<file path="config.mk">
export PLATFORM = sky130hd
export DESIGN_NAME = fifo_drive_arbiter
export DESIGN_NICKNAME = d
export VERILOG_FILES = /design/src/rtl/fifo_drive_arbiter.sv
export SDC_FILE = /design/constraint.sdc
export NUM_CORES = 1
export LEC_CHECK = 0
export ABC_AREA = 1
export BUFFER_PORTS_ARGS = -buffer_cell sky130_fd_sc_hd__buf_4
export CORE_MARGIN = 3
export CORE_UTILIZATION = 59
export DETAILED_ROUTE_END_ITERATION = 7
export GPL_TIMING_DRIVEN = 0
export PLACE_DENSITY = 0.79
export SETUP_SLACK_MARGIN = 0.5
export SYNTH_ARGS = -nofsm -noshare
export SYNTH_HDL_FRONTEND = slang
export SYNTH_SLANG_ARGS = --single-unit
</file>
<file path="constraint.sdc">
create_clock -name clk -period 5.3 [get_ports clk]
set_input_delay 0.265 -clock clk [delete_from_list [all_inputs] [get_ports clk]]
set_output_delay 0.265 -clock clk [all_outputs]
set_load 0.01 [all_outputs]
</file>
<file path="src/rtl/fifo_drive_arbiter.sv">
// fifo_drive_arbiter: round-robin, credit-gated sharing of one downstream Fifo drive/free channel.
// Optional FIFOARB_FIRE_EN adds o_fire and a 16-bit issue counter o_issueCnt.
module fifo_drive_arbiter #(
  parameter int N_REQ = 4,
  parameter int CREDITS = 2,
  parameter int IW = $clog2(N_REQ),
  parameter int CW = $clog2(CREDITS + 1)
) (
  input  logic             clk,
  input  logic             rst,
  input  logic [N_REQ-1:0] i_drive,
  output logic [N_REQ-1:0] o_free,
  output logic             o_driveNext,
  input  logic             i_freeNext,
  output logic [IW-1:0]    o_grantId,
  output logic [CW-1:0]    o_credit,
  output logic             o_err
`ifdef FIFOARB_FIRE_EN
  ,
  output logic             o_fire,
  output logic [15:0]      o_issueCnt
`endif
);
  localparam int QW = CREDITS > 1 ? $clog2(CREDITS) : 1;
  logic [N_REQ-1:0] pend, gmask;
  logic [IW-1:0] ptr, win;
  logic found, pop, grant;
  logic [IW-1:0] q [CREDITS];
  logic [QW-1:0] head, tail;
  function automatic logic [QW-1:0] nxt(input logic [QW-1:0] p);
    return p == QW'(CREDITS - 1) ? '0 : p + 1'b1;
  endfunction
  // Descending scan so the nearest pending index after ptr is the last assignment.
  always_comb begin
    win = ptr;
    found = 1'b0;
    for (int k = N_REQ; k >= 1; k--)
      if (pend[IW'((int'(ptr) + k) % N_REQ)]) begin
        win = IW'((int'(ptr) + k) % N_REQ);
        found = 1'b1;
      end
  end
  // Outstanding tokens equal CREDITS - o_credit, so credit 0 means the tag queue is full.
  assign pop = i_freeNext && o_credit != CW'(CREDITS);
  assign grant = found && (o_credit != '0 || pop);
  assign gmask = grant ? N_REQ'(1) << win : '0;
  always_ff @(posedge clk) begin
    if (!rst) begin
      pend <= '0;
      ptr <= IW'(N_REQ - 1);
      head <= '0;
      tail <= '0;
      o_free <= '0;
      o_driveNext <= 1'b0;
      o_grantId <= '0;
      o_credit <= CW'(CREDITS);
      o_err <= 1'b0;
    end else begin
      pend <= (pend & ~gmask) | i_drive;
      o_err <= o_err | (|(i_drive & pend & ~gmask)) | (i_freeNext && !pop);
      o_driveNext <= grant;
      if (grant) begin
        o_grantId <= win;
        ptr <= win;
        q[tail] <= win;
        tail <= nxt(tail);
      end
      o_free <= pop ? N_REQ'(1) << q[head] : '0;
      if (pop) head <= nxt(head);
      o_credit <= o_credit - CW'(grant) + CW'(pop);
    end
  end
`ifdef FIFOARB_FIRE_EN
  always_ff @(posedge clk) begin
    if (!rst) begin
      o_fire <= 1'b0;
      o_issueCnt <= '0;
    end else begin
      o_fire <= grant;
      if (grant) o_issueCnt <= o_issueCnt + 1'b1;
    end
  end
`endif
endmodule
</file>
==> metrics <==
Worst VDD drop 0.000320 V; TritonCTS Buffers 3; Seq pwr share 35.1%; Leak 0.692 nW; die height 50.1 um; vias in the first global route 879; gr ovfl total 0; drt drc 0; first-pass GRT wire length 3640 um; power per cell area 579 nW/um2; Syn. warnings 0; P&R area growth vs syn 15.6%; clock sinks 23; average size of a mapped cell 7.56 um2; synthesized instance count 152; io pins 17; delay-heaviest family, CP simple AND/OR/NAND/NOR gates; # diodes 0; Starting Density 64.4%; most common cell after layout, fill and taps aside nand2_1; CP Cell Sequence buf_6 -> inv_8 -> nand2_2 -> nand2_2 -> nor2_1 -> a31oi_2 -> buf_6 -> ha_1 -> inv_1 -> ha_1 -> or2_2 -> nand3_1; number of iterations in the first detailed-routing pass 4; Pins Over Slew Limit 0; GRT Total Usage 19.5%; initial antenna violation count 0; Achievable Freq 0.508 GHz; Synth cell types 25; final-report hold violation count 0; via/cell ratio 5.03; register area 500 um2; via count 991; Seq/Total Area, Yosys 43.6%; RSZ-0062 raised after global routing false; final wirelength 2130 um; Hold-fix buffers, CTS 0; Routed WL per cell 10.8 um; # fillers 140; combinational share of power 54.0%; worst skew pair latency 0.33 ns; sw power 0.344 mW; Post-DP HPWL 1590 um; CP Data Required Time 5.58 ns; clock buffer depth 2; switch share 44.7%; multi-input logic area 513 um2; final setup TNS 0 ns; Worst-Margin Slew 0.420 ns; H-tree Lvls 1; worst path bufs/invs 4; most frequent cells in the layout nand2_1 (36), inv_1 (21), dfxtp_1 (19); post-route cell area 1330 um2; cell row count 15; slew margin rel. 72.0%; P_int 0.425 mW; CP max stage delay 0.35 ns; Die Wd 50.1 um; fin crit share 37.1%; Clk pwr share 10.9%; post-synth net total 161; largest net degree at the start of global routing 14; CTS tree built; Die Footprint 2510 um2; critical path fanouts, max 10; Setup Fix Bufs, Post-CTS 0; Post-Syn Area 1150 um2; CTS root buf clkbuf_4; Routed Antenna Nets 0; highest-delay cell along the critical path dfxtp_1; #FFs+latches synth 23; post-placement cell area 1300 um2; initial DRC count 34; CP Launch Type register; max cap viols 0; Critical Path AT 2.25 ns; worst min path class in2reg; Worst setup EP type register; Post-CTS Resized 0; layout cells sized above 1 26.7%; final critical-path required period 1.97 ns; core area 1780 um2; clk slew on worst S/H paths 0.13 ns; nets 182; outcome finished clean; critical path class reg2reg; final setup vio count 0; gpl congestion 0.844; Port Buf Inserts 16; Clock Skew 0.00977 ns
power groups by stage:
stage | sequential (mW) | clock, mW | combinational [mW]
2_1_floorplan | 0.279 | 0 | 0.305
3_3_place_gp | 0.272 | 0 | 0.396
3_5_place_dp | 0.274 | 0 | 0.409
4_1_cts | 0.270 | 0.0859 | 0.414
5_1_grt | 0.277 | 0.0953 | 0.463
6_report | 0.270 | 0.0835 | 0.415
per-stage QoR:
stage / setup WS, ns / power [mW] / hold WS, ns / std cells / util (%)
2_1_floorplan: 3.48 / 0.584 / 0.350 / 152 / -
3_3_place_gp: 3.40 / 0.668 / 0.435 / 193 / 72.9
3_5_place_dp: 3.37 / 0.684 / 0.449 / 193 / 72.9
4_1_cts: 3.33 / 0.770 / 0.133 / 197 / 74.5
5_1_grt: 3.18 / 0.836 / 0.135 / 197 / 74.5
6_report: 3.33 / 0.769 / 0.138 / 197 / 74.5
routing by layer:
metal	up-vias	track usage [%]	wire length (um)
met3	5	4.53	158
met1	434	22.2	880
met2	38	32.4	1040
met5	-	0	0
li1	514	-	-
met4	0	12.4	48
area by class of cell:
type,instances,share of cell area [%]
multi-input combinational,99,38.6
sequential,23,37.7
timing repair buffer,16,9.05
inverter,27,8.20
tap,25,2.36
buffer,3,1.98
clock buffer,3,1.70
clock inverter,1,0.377
sequential cells by signal, summed over array words and instances (netlist names), named ones only:
register and flops:
o_driveNext 1, o_grantId 2, head 1, pend 4, ptr 2, tail 1
q 4, o_credit 2, o_err 1, o_free 4
tightest hold or removal path: stages:
cell	delay, ns
buf_4	0.08
a21oi_1	0.03
nor2_1	0.06
synthesized netlist by cell type:
| cell type | number | area share [%] |
|---|---|---|
| o211ai_1 | 1 | 0.65 |
| nor2_1 | 13 | 4.2 |
| nand2_2 | 11 | 6.0 |
| nand2_1 | 36 | 12 |
| inv_1 | 21 | 6.9 |
| nand3_2 | 2 | 1.7 |
| nor3_1 | 2 | 0.87 |
| buf_6 | 2 | 2.0 |
| nand2_4 | 2 | 2.0 |
| a31o_2 | 1 | 0.76 |
| inv_2 | 5 | 1.6 |
| clkbuf_1 | 1 | 0.33 |
| inv_8 | 1 | 0.98 |
| a21oi_1 | 11 | 4.8 |
| or2_2 | 1 | 0.55 |
| a31oi_2 | 1 | 1.1 |
| dfxtp_1 | 19 | 33 |
| o21ai_0 | 4 | 1.7 |
| nand4_1 | 1 | 0.55 |
| xor2_1 | 1 | 0.76 |
| mux2i_1 | 1 | 0.87 |
| ha_1 | 2 | 2.2 |
| edfxtp_1 | 4 | 10 |
| nand3b_1 | 1 | 0.65 |
| nand3_1 | 8 | 3.5 |
worst paths after layout:
check / cells past startpoint / to / slack (ns) / startpoint
min reg2reg: 1 / head$_SDFFE_PN0P_ / 0.46 / head$_SDFFE_PN0P_
min: 3 / pend[2]$_SDFF_PN0_ / 0.14 / i_drive[2]
max: 12 / o_credit[1]$_SDFF_PN1_ / 3.33 / ptr[0]$_SDFFE_PN1P_
max reg2reg: 12 / o_credit[1]$_SDFF_PN1_ / 3.33 / ptr[0]$_SDFFE_PN1P_
logic make-up (layout without fill, tap and decap cells):
group | count (synthesis) | after routing | synth area share (%)
xor gates and xnor gates | 1 | 1 | 0.763
adders and majority gates | 2 | 2 | 2.18
muxes | 1 | 1 | 0.871
AOI/OAI and AO/OA | 18 | 18 | 9.04
buffers and inverters | 30 | 50 | 11.8
DFF | 23 | 23 | 43.6
and+or+nand+nor | 77 | 77 | 31.8
No activity file was read; power rests on OpenSTA's default activity.
